===== config.mk =====
export PLATFORM = sky130hd
export DESIGN_NAME = xbar_cfg_arbiter
export DESIGN_NICKNAME = d
export VERILOG_FILES = /design/src/rtl/xbar_cfg_arbiter.sv
export SDC_FILE = /design/constraint.sdc
export NUM_CORES = 1
export LEC_CHECK = 0
export ABC_AREA = 1
export CAP_MARGIN = 20
export CORE_ASPECT_RATIO = 1.1
export CORE_UTILIZATION = 50
export CTS_BUF_LIST = sky130_fd_sc_hd__clkbuf_8
export DETAILED_ROUTE_END_ITERATION = 12
export PLACE_DENSITY = 0.87
export SETUP_SLACK_MARGIN = 0.4
export SLEW_MARGIN = 20
export SYNTH_ARGS = -nofsm -noshare
export SYNTH_HDL_FRONTEND = slang
export SYNTH_SLANG_ARGS = --single-unit

===== constraint.sdc =====
create_clock -name clk -period 3.9 [get_ports clk]
set_clock_uncertainty 0.05 [all_clocks]
set_input_delay 0.39 -clock clk [delete_from_list [all_inputs] [get_ports clk]]
set_output_delay 0.39 -clock clk [all_outputs]
set_load 0.03 [all_outputs]

===== src/rtl/xbar_cfg_arbiter.sv =====
// Round-robin arbiter between SPI and Wishbone requesters for the crossbar select registers.
// Optional `XBAR_CFG_LOCK_EN adds a sticky lock register at address NUM_XBARS.
module xbar_cfg_arbiter #(
    parameter int NUM_XBARS = 3,
    parameter int SEL_W     = 4,
    parameter int ADDR_W    = 2
) (
    input  logic                       clk,
    input  logic                       reset,
    input  logic                       spi_req_val,
    output logic                       spi_req_rdy,
    input  logic                       spi_req_we,
    input  logic [ADDR_W-1:0]          spi_req_addr,
    input  logic [SEL_W-1:0]           spi_req_data,
    output logic                       spi_resp_val,
    input  logic                       spi_resp_rdy,
    output logic [SEL_W-1:0]           spi_resp_data,
    output logic                       spi_resp_err,
    input  logic                       wb_req_val,
    output logic                       wb_req_rdy,
    input  logic                       wb_req_we,
    input  logic [ADDR_W-1:0]          wb_req_addr,
    input  logic [SEL_W-1:0]           wb_req_data,
    output logic                       wb_resp_val,
    input  logic                       wb_resp_rdy,
    output logic [SEL_W-1:0]           wb_resp_data,
    output logic                       wb_resp_err,
    input  logic [NUM_XBARS-1:0]       xbar_override,
    output logic [NUM_XBARS*SEL_W-1:0] xbar_cfg,
`ifdef XBAR_CFG_LOCK_EN
    output logic                       cfg_locked,
`endif
    output logic [NUM_XBARS-1:0]       xbar_cfg_upd
);

    typedef enum logic [1:0] {IDLE, ACCESS, RESP} state_t;

    state_t               state_q, state_d;
    logic                 prio_q, prio_d;   // 0 = SPI has priority, 1 = WB
    logic                 grant_q, grant_d; // 0 = SPI granted, 1 = WB
    logic                 we_q, we_d;
    logic [ADDR_W-1:0]    addr_q, addr_d;
    logic [SEL_W-1:0]     data_q, data_d;
    logic [SEL_W-1:0]     cfg_q [NUM_XBARS];
    logic [SEL_W-1:0]     cfg_d [NUM_XBARS];
    logic [NUM_XBARS-1:0] upd_q, upd_d;
    logic [SEL_W-1:0]     rdata_q, rdata_d;
    logic                 err_q, err_d;
    logic                 lock_q, lock_d;

    logic                 spiWin, wbWin, respRdy;
    logic                 inRange, isLockAddr, ovrHit, accErr;
    logic [SEL_W-1:0]     rdSel, rdVal;

    assign spiWin  = spi_req_val && (!wb_req_val || !prio_q);
    assign wbWin   = wb_req_val && (!spi_req_val || prio_q);
    assign respRdy = grant_q ? wb_resp_rdy : spi_resp_rdy;
    assign inRange = ({1'b0, addr_q} < (ADDR_W+1)'(NUM_XBARS));

    // Decoded lookups avoid indexing past the last crossbar on out-of-range addresses.
    always_comb begin
        rdSel  = '0;
        ovrHit = 1'b0;
        for (int i = 0; i < NUM_XBARS; i++) begin
            if (addr_q == ADDR_W'(i)) begin
                rdSel  = cfg_q[i];
                ovrHit = xbar_override[i];
            end
        end
    end

`ifdef XBAR_CFG_LOCK_EN
    assign isLockAddr = ({1'b0, addr_q} == (ADDR_W+1)'(NUM_XBARS));
    assign accErr     = (!inRange && !isLockAddr) || (we_q && lock_q) || (we_q && ovrHit);
    assign rdVal      = isLockAddr ? {{(SEL_W-1){1'b0}}, lock_q} : rdSel;
    assign cfg_locked = lock_q;
`else
    assign isLockAddr = 1'b0;
    assign accErr     = !inRange || (we_q && ovrHit);
    assign rdVal      = rdSel;
`endif

    always_comb begin
        state_d = state_q;
        prio_d  = prio_q;
        grant_d = grant_q;
        we_d    = we_q;
        addr_d  = addr_q;
        data_d  = data_q;
        cfg_d   = cfg_q;
        upd_d   = '0;
        rdata_d = rdata_q;
        err_d   = err_q;
        lock_d  = lock_q;
        case (state_q)
            IDLE: begin
                if (spiWin || wbWin) begin
                    grant_d = wbWin;
                    we_d    = wbWin ? wb_req_we   : spi_req_we;
                    addr_d  = wbWin ? wb_req_addr : spi_req_addr;
                    data_d  = wbWin ? wb_req_data : spi_req_data;
                    state_d = ACCESS;
                end
            end
            ACCESS: begin
                err_d   = accErr;
                rdata_d = (!we_q && !accErr) ? rdVal : '0;
                if (we_q && !accErr) begin
                    for (int i = 0; i < NUM_XBARS; i++) begin
                        if (addr_q == ADDR_W'(i)) begin
                            cfg_d[i] = data_q;
                            upd_d[i] = 1'b1;
                        end
                    end
                    if (isLockAddr && data_q[0]) begin
                        lock_d = 1'b1;
                    end
                end
                state_d = RESP;
            end
            RESP: begin
                if (respRdy) begin
                    prio_d  = !grant_q;
                    state_d = IDLE;
                end
            end
            default: state_d = IDLE;
        endcase
    end

    always_ff @(posedge clk or negedge reset) begin
        if (!reset) begin
            state_q <= IDLE;
            prio_q  <= 1'b0;
            grant_q <= 1'b0;
            we_q    <= 1'b0;
            addr_q  <= '0;
            data_q  <= '0;
            for (int i = 0; i < NUM_XBARS; i++) begin
                cfg_q[i] <= '0;
            end
            upd_q   <= '0;
            rdata_q <= '0;
            err_q   <= 1'b0;
            lock_q  <= 1'b0;
        end else begin
            state_q <= state_d;
            prio_q  <= prio_d;
            grant_q <= grant_d;
            we_q    <= we_d;
            addr_q  <= addr_d;
            data_q  <= data_d;
            cfg_q   <= cfg_d;
            upd_q   <= upd_d;
            rdata_q <= rdata_d;
            err_q   <= err_d;
            lock_q  <= lock_d;
        end
    end

    // Ready is gated by reset so neither requester sees a handshake while held in reset.
    assign spi_req_rdy   = reset && (state_q == IDLE) && spiWin;
    assign wb_req_rdy    = reset && (state_q == IDLE) && wbWin;
    assign spi_resp_val  = (state_q == RESP) && !grant_q;
    assign wb_resp_val   = (state_q == RESP) && grant_q;
    assign spi_resp_data = spi_resp_val ? rdata_q : '0;
    assign wb_resp_data  = wb_resp_val ? rdata_q : '0;
    assign spi_resp_err  = spi_resp_val && err_q;
    assign wb_resp_err   = wb_resp_val && err_q;
    assign xbar_cfg_upd  = upd_q;

    for (genvar g = 0; g < NUM_XBARS; g++) begin : gCfgOut
        assign xbar_cfg[g*SEL_W +: SEL_W] = cfg_q[g];
    end

endmodule


# Word-level counts from Yosys, hierarchy flattened
# Cells that the tools add are included.
[classes]
n_lt_le_gt_ge = 1
n_eq_ne = 6
n_mux = 21
n_reduce_logical = 31
[ops]
columns = ["operator", "count"]
rows = [
  ["$mux W4", 7],
  ["$logic_and A1 B1 Y1", 12],
  ["$reduce_and A3 Y1", 3],
  ["$mux W1", 8],
  ["$logic_not A1 Y1", 7],
  ["$mux W2", 3],
  ["$mux W3", 2],
  ["$pmux W2 S3", 1],
  ["$reduce_and A2 Y1", 3],
  ["$eq A2 B1 Y1 const B", 2],
  ["$eq A2 B2 Y1 const B", 2],
  ["$logic_not A2 Y1", 2],
  ["$logic_or A1 B1 Y1", 4],
  ["$ne A2 B2 Y1 const B", 2],
  ["$lt A2 B2 Y1 const B", 1],
]
[word_totals]
ff_bits = 31
input_bits = 23
out_inout_bits = 29
wordCells = 71

# Longest topological paths before layout
# Gate-level depths: netlist of the first run.
[depth]
word_depth = 10
depth_mapped = 8
mapped_depth_nobuf = 7

# Worst setup path before layout of the first run
# No wires, ideal clock.
[synth_path]
path_type = "flip-flop to output port"
startpoint = "reg state_q[0]"
endpoint = "out wb_resp_data[0]"
arrival_time_ns = 1.655
required_ns = 3.460
slack_ns = 1.805
stages_incl_launch_ff = 6
n_path_buf = 0
path_cell_list = "dfrtp_1 -> nor2_1 -> inv_1 -> nor2_1 -> inv_1 -> nor2_1"
[synth_via]
elab_chain_len = 3
[synth_rtl]
columns = ["item", "line", "source"]
rows = [
  ["start: declaration", "38", "state_t state_q, state_d;"],
  ["start signal: assignment", "147", "state_q <= state_d;"],
  ["$eq A2 B2 Y1", "165", "assign wb_resp_val = (state_q == RESP) && grant_q;"],
  ["$logic_and A1 B1 Y1", "165", ""],
  ["net wb_resp_val", "24", "output logic wb_resp_val,"],
  ["$mux W4", "167", "assign wb_resp_data = wb_resp_val ? rdata_q : '0;"],
  ["end: declaration", "26", "output logic [SEL_W-1:0] wb_resp_data,"],
]
# The timed path passes the listed nets, and every way through them passes these cells.

# Final worst setup path of the first run
[layout_path]
startpoint = "in reset"
endpoint = "out spi_req_rdy"
[layout_via]
elab_chain_len = 2
[layout_rtl]
columns = ["item", "line", "source"]
rows = [
  ["start: declaration", "9", "input logic reset,"],
  ["$logic_and A1 B1 Y1 (2 in a row)", "162", "assign spi_req_rdy = reset && (state_q == IDLE) && spiWin;"],
  ["end: declaration", "11", "output logic spi_req_rdy,"],
]
# No other way between the ends.

==> run_results.csv, run 1 <==
group,metric,value,unit
route,maxUsedRoutingLayer,"met4",
flow_run,maxCapViolations,0,
cts,cts_tree,"done",
critical_path,cpMostUsedCell,"sky130_fd_sc_hd__clkdlybuf4s50_1",
sta,timing_hold_violations_final,0,
power_and_ir_drop,power-per-cell-area,715,nW/µm²
logic_synthesis,postSynthRegisterBits,31,
logic_synthesis,synth-main-ff-cell,"sky130_fd_sc_hd__dfrtp_1",
logic_synthesis,synth_nets,216,
route,met3WireLength,151,µm
placed_design,buffer_ports.inserted,51,
critical_path,start_kind,"input pin",
route,avgRoutedWirePerCell,11.7,µm
cts,ctsLongestPathBuffers,2,
logic_synthesis,synth-edff-count,0,
floorplan,start_util,54.2,%
route,drt_first_iter_violations,24,
critical_path,crit_path_cell_trace,"clkdlybuf4s50_1, buf_4, inv_1, nor3_1, clkdlybuf4s50_1",
cts,clock-root-buffer,"sky130_fd_sc_hd__clkbuf_8",
cts,cts_inserted_buffers,5,
status,outcome,"finished, final reports clean",
cts,cts_setup_buffers,0,
logic_synthesis,synthDistinctLibCells,19,
sta,setup_repair_after_global_routing_missed_its_margin,"no",
floorplan,chipWidth,54.8,µm
global_route,maximum_number_of_pins_on_one_net_before_global_route_repair,33,
critical_path,number_of_buffer_and_inverter_stages_on_the_critical_path,4,
critical_path,worst_path_largest_cell_delay,0.69,ns
route,drt_wl_total,3310,µm
finish,num-nets-final,272,
logic_synthesis,synth_sequential_area_ratio,50.6,%
sta,slew_violations,0,
critical_path,worstPathMaxFanout,32,
cts,cts-hold-fix-buffers,0,
sta,fin_crit,2.63,ns
finish,drive_gt1_share,8.43,%
power_and_ir_drop,max_rail_drop_vdd,0.486,mV
route,vias,1418,
floorplan,core,2830,µm²
floorplan,io-pin-count,52,
global_route,grtUsageTotal,24.3,%
route,drt_pre_antenna_iters,4,
logic_synthesis,synthArstFlopShare,100,%
critical_path,arrival,2.19,ns
placed_design,place_congestion,0.871,
global_route,first_global_vias,1241,
cts,worst_skew_pair.late_latency,0.29,ns
route,detail-route-antenna-nets,0,
cts,h-tree-depth,2,
floorplan,row_count,20,
logic_synthesis,yosys_warnings,0,
placed_design,place_area,2060,µm²
cts,cts.repair.resized,0,
worst_hold_path,worstHoldPathType,"in2async",
critical_path,critPathRequiredTime,3.46,ns
finish,post-route-cell-area,2150,µm²
power_and_ir_drop,leakage,1.03,nW
global_route,global_route_wire_length_before_repair,5460,µm
floorplan,fp.dieH,60.1,µm
sta,clock.fmax,0.380,GHz
critical_path,type_of_the_worst_setup_path,"in2out",
placed_design,dpl.hpwl,2580,µm
route,detail_route.wirelength.met1,1410,µm
finish,antenna_cells_inserted,0,
global_route,overflow,0,
global_route,antenna_found_initial,0,
sta,actual_slew_at_the_worst_max_slew_pin,0.374,ns
finish,layout-area-overhead-vs-synth,40.2,%
floorplan,die-area,3290,µm²
route,post_drt_via_cell_ratio,5.03,
logic_synthesis,synth.cell_area,1530,µm²
sta,finalCritPeriodShare,67.4,%
route,met2_wirelength,1680,µm
sta,slew-limit-headroom,75.0,%
sta,setup_viol_count_final,0,
logic_synthesis,synth_area_per_cell,7.95,µm²
critical_path,crit_path_top_delay_cell,"sky130_fd_sc_hd__clkdlybuf4s50_1",
cts,clock_sink_total,31,
critical_path,end_kind,"output pin",
sta,tns,0,ns
critical_path,timing.critical_path.max_delay_family,"buffers and inverters",
logic_synthesis,synth_cells,193,
cts,clkTransAtPathRegs,0.06,ns
route,drc,0,
==> logic make-up (layout without fill, tap and decap cells) <==
kind of cell | Yosys count | after routing | share of synthesized area [%]
AOI/OAI and AO/OA | 19 | 19 | 7.26
buffers and inverters | 26 | 82 | 7.59
DFF | 31 | 31 | 50.6
and+or+nand+nor | 117 | 117 | 34.6
==> power breakdown <==
| part | leakage (nW) | internal, W | switching [W] | total [W] |
|---|---|---|---|---|
| clock network | 0.0470 | 0.000138 | 0.000110 | 0.000248 |
| logic | 0.587 | 0.000267 | 0.000455 | 0.000722 |
| registers | 0.393 | 0.000446 | 0.000123 | 0.000568 |
| total | 1.03 | 0.000851 | 0.000688 | 0.00154 |
==> final cells by class <==
| cell class | count | area, µm² |
|---|---|---|
| flip-flops and latches | 31 | 776 |
| fillers | 217 | 677 |
| multi-input cells | 136 | 642 |
| repair buffers | 52 | 518 |
| inverters | 23 | 86.3 |
| clock buffers | 6 | 82.6 |
| well taps | 33 | 41.3 |
| clock inverters | 1 | 5.00 |
==> sequential cells by signal, summed over array words and instances (netlist names) <==
signal	flops
we_q	1
prio_q	1
addr_q	2
data_q	4
rdata_q	4
err_q	1
xbar_cfg_upd	3
state_q	2
grant_q	1
xbar_cfg	12
==> stage by stage <==
stage	hold WS [ns]	std cells	power (W)	util [%]	worst slack, ns
finish	0.457	282	0.00154	76.1	1.27
global route	0.483	282	0.00166	76.1	1.11
CTS	0.456	282	0.00155	76.1	1.22
detailed placement	0.440	275	0.00130	73.0	1.23
global placement	0.435	275	0.00128	73.0	1.27
floorplan	0.0444	193	0.00106	-	1.81
==> cell usage in the layout (no fill, tap or decap) <==
cell / count
sky130_fd_sc_hd__nand3_1: 17
sky130_fd_sc_hd__inv_2: 1
sky130_fd_sc_hd__a31oi_1: 5
sky130_fd_sc_hd__nor3_1: 2
sky130_fd_sc_hd__clkinv_2: 1
sky130_fd_sc_hd__or2_1: 1
sky130_fd_sc_hd__o22ai_1: 2
sky130_fd_sc_hd__nand2_1: 61
sky130_fd_sc_hd__nor2_1: 25
sky130_fd_sc_hd__buf_4: 1
sky130_fd_sc_hd__nor2_2: 2
sky130_fd_sc_hd__clkdlybuf4s50_1: 51
sky130_fd_sc_hd__nor2_4: 3
sky130_fd_sc_hd__nor3_2: 1
sky130_fd_sc_hd__o21ai_0: 5
sky130_fd_sc_hd__a211oi_2: 1
sky130_fd_sc_hd__nand3_2: 5
sky130_fd_sc_hd__clkbuf_8: 6
sky130_fd_sc_hd__inv_1: 22
sky130_fd_sc_hd__o21ai_1: 6
sky130_fd_sc_hd__dfrtp_1: 31
==> worst paths after layout <==
| check | startpoint | endpoint | slack [ns] | depth (start not counted) |
|---|---|---|---|---|
| worst min-delay path | reset | grant_q | 0.46 | 2 |
| worst max-delay path | reset | spi_req_rdy | 1.27 | 5 |
| min in group clk | xbar_cfg[6] | xbar_cfg[6] | 0.46 | 2 |
| worst max register to register | addr_q[1] | xbar_cfg[7] | 2.40 | 6 |
| max in group asynchronous | reset | prio_q | 3.07 | 2 |
| worst min register to register | xbar_cfg[6] | xbar_cfg[6] | 0.46 | 2 |
==> cells in the mapped netlist, types with 2 or more instances <==
library cell              instances  area share [%]
sky130_fd_sc_hd__nor2_1          25             6.1
sky130_fd_sc_hd__o21ai_0          5             1.6
sky130_fd_sc_hd__nor2_4           3             2.2
sky130_fd_sc_hd__a31oi_1          5             2.0
sky130_fd_sc_hd__nor2_2           2            0.82
sky130_fd_sc_hd__nand3_2          5             3.3
sky130_fd_sc_hd__nand3_1         17             5.5
sky130_fd_sc_hd__nor3_1           2            0.65
sky130_fd_sc_hd__o22ai_1          2            0.82
sky130_fd_sc_hd__nand2_1         61              15
sky130_fd_sc_hd__inv_1           22             5.4
sky130_fd_sc_hd__o21ai_1          6             2.0
sky130_fd_sc_hd__dfrtp_1         31              51
sky130_fd_sc_hd__buf_6            2             1.5
==> metal layers <==
| layer | global-route usage (%) | up-vias |
|---|---|---|
| met2 | 39.9 | 46 |
| met5 | 0 | - |
| met3 | 7.63 | 5 |
| met4 | 11.0 | 0 |
| met1 | 28.2 | 643 |
| li1 | - | 724 |
Note: power is estimated with default switching activity, not from simulation.
==> run 2: changes to the inputs <==
- CORE_UTILIZATION: 50 -> 42
- PLACE_DENSITY: 0.87 -> 0.78
- clock period: 3.9 -> 2.35 ns (I/O delays scaled with it)
==> run 2 against run 1 <==
Sequential share of layout area rose by 0.13 points. Count of clock-buffer cells in the layout did not move. Register-to-register slack got worse by 1.5 ns. Critical path depth fell by 1. Clock power rose by 62%. Worst hold slack got worse by 0.14 ns. Sequential power rose by 65%. First-iteration DRC count rose by 50%. Worst setup slack got worse by 0.75 ns. Global-route usage fell by 5.6 points. Largest cell class unchanged. Largest power group unchanged. Highest routed layer unchanged.
==> run_results.csv, run 2 (same netlist as run 1, synthesis figures left out) <==
group,metric,value,unit
power_and_ir_drop,leakage,1.06,nW
critical_path,critPathRequiredTime,2.07,ns
global_route,maximum_number_of_pins_on_one_net_before_global_route_repair,32,
critical_path,timing.rr.end,"xbar_cfg[8]",
cts,worst_skew_pair.late_latency,0.28,ns
power_and_ir_drop,design_power_total,0.00253,W
critical_path,capture_point_of_the_worst_path,"spi_resp_data[0]",
floorplan,row_count,22,
critical_path,type_of_the_worst_setup_path,"reg2out",
finish,multi_input_comb_area,642,µm²
route,drc,0,
finish,max_ffs_per_register,12,
placed_design,dpl.hpwl,2540,µm
finish,drive_gt1_share,11.6,%
critical_path,worstReg2RegStart,"addr_q[1]",
floorplan,fp.dieH,65.4,µm
cts,ctsLongestPathBuffers,2,
critical_path,cpMostUsedCell,"sky130_fd_sc_hd__nor2_1",
sta,slew-limit-headroom,75.7,%
critical_path,end_kind,"output pin",
global_route,global_route_wire_length_before_repair,5360,µm
finish,final_common_cell,"sky130_fd_sc_hd__nand2_1",
sta,slew_violations,0,
route,vias,1420,
floorplan,die-area,3900,µm²
cts,clkTransAtPathRegs,0.06,ns
route,drt_pre_antenna_iters,4,
sta,clock.fmax,0.548,GHz
sta,actual_slew_at_the_worst_max_slew_pin,0.365,ns
cts,cts_setup_buffers,0,
cts,cts_tree,"done",
global_route,first_global_vias,1287,
floorplan,start_util,44.9,%
finish,fillers,327,
finish,final_cell_count_no_fill,298,
floorplan,io-pin-count,52,
critical_path,start_kind,"flop",
route,avgRoutedWirePerCell,10.7,µm
cts,h-tree-depth,2,
power_and_ir_drop,max_rail_drop_vdd,0.588,mV
finish,num-nets-final,273,
cts,clock-root-buffer,"sky130_fd_sc_hd__clkbuf_8",
worst_hold_path,worstHoldPathType,"in2async",
floorplan,core,3410,µm²
cts,cts.repair.resized,12,
critical_path,worstPathMaxFanout,6,
sta,setup_viol_count_final,0,
sta,setup_repair_after_global_routing_missed_its_margin,"no",
route,drt_wl_total,3200,µm
critical_path,crit_path_top_delay_cell,"sky130_fd_sc_hd__dlygate4sd2_1",
placed_design,place_congestion,0.848,
route,post_drt_via_cell_ratio,4.77,
sta,fin_crit,1.83,ns
placed_design,buffer_ports.inserted,51,
power_and_ir_drop,power-per-cell-area,1180,nW/µm²
critical_path,crit_path_cell_trace,"nor2_1, nand2_1, nor2_1, dlygate4sd2_1",
sta,tns,0,ns
status,outcome,"finished, final reports clean",
critical_path,worst_r2r_path_depth,6,
route,drt_first_iter_violations,36,
sta,finalCritPeriodShare,77.7,%
global_route,grtUsageTotal,18.7,%
cts,cts-hold-fix-buffers,0,
placed_design,dpl.cell_count,291,
critical_path,arrival,1.54,ns
route,detail-route-antenna-nets,0,
critical_path,startpoint,"state_q[0]",
finish,antenna_cells_inserted,0,
global_route,overflow,0,
global_route,antenna_found_initial,0,
critical_path,worst_path_largest_cell_delay,0.41,ns
finish,ff_latch_area,776,µm²
sta,hold-worst-slack,0.316,ns
sta,timing_hold_violations_final,0,
cts,clock_sink_total,31,
finish,layout-area-overhead-vs-synth,39.7,%
finish,layout_common_cells,"sky130_fd_sc_hd__nand2_1, sky130_fd_sc_hd__clkdlybuf4s50_1, sky130_fd_sc_hd__dfrtp_1, sky130_fd_sc_hd__nor2_1, sky130_fd_sc_hd__inv_1",
cts,cts_inserted_buffers,5,
flow_run,maxCapViolations,0,
critical_path,rrSetupSlack,0.85,ns
floorplan,chipWidth,59.6,µm
## run 2: cell types whose count changed in the layout (fill, tap and decap cells not counted), sizes merged
| cell | previous run | this run |
|---|---|---|
| clkdlybuf4s50 | 51 | 37 |
| clkbuf | 6 | 11 |
| clkdlybuf4s15 | 0 | 4 |
| buf | 1 | 4 |
| dlygate4sd2 | 0 | 3 |
## run 2: power breakdown
part           switching (W)  leakage [nW]  internal (W)
Sequential          0.000196         0.393      0.000739
Combinational       0.000758         0.620      0.000435
Clock               0.000174        0.0470      0.000229
Total                0.00113          1.06       0.00140
## run 2: area by class of cell
type,instances,share of cell area (%)
multi-input combinational,136,29.9
sequential,31,36.2
inverter,23,4.03
clock buffer,6,3.85
timing repair buffer,53,22.9
clock inverter,1,0.234
tap,48,2.80
## run 2: through the flow
stage,worst slack [ns],util [%],cell area (µm²)
2_1_floorplan,0.410,-,1530
3_3_place_gp,0.494,61.1,2080
3_5_place_dp,0.393,61.1,2080
4_1_cts,0.382,63.2,2160
5_1_grt,0.405,62.8,2140
6_report,0.524,62.8,2140
## run 2: worst min path at each step
stage,start,to,slack [ns]
floorplan,reset,addr_q[0],-0.11
finish,reset,data_q[0],0.32
global placement,xbar_cfg[8],xbar_cfg[8],0.44
detailed placement,xbar_cfg[11],xbar_cfg[11],0.45
global route,reset,data_q[0],0.36
CTS,reset,data_q[0],0.33
## run 2: critical path: cells and delay by family, from the launching register on
kind / cells / cell delay [ns]
buffers and inverters: 1 / 0.41
AND/OR/NAND/NOR: 3 / 0.47
flip-flops: 1 / 0.39
## run 2: routing by layer
| layer | track usage [%] | share of wire (%) | vias to the layer above | wire length [µm] |
|---|---|---|---|---|
| li1 | - | - | 724 | - |
| met4 | 8.72 | 2.0 | 0 | 64 |
| met2 | 30.6 | 49 | 49 | 1570 |
| met5 | 0 | 0 | - | 0 |
| met1 | 22.3 | 43 | 640 | 1390 |
| met3 | 5.51 | 5.3 | 7 | 171 |
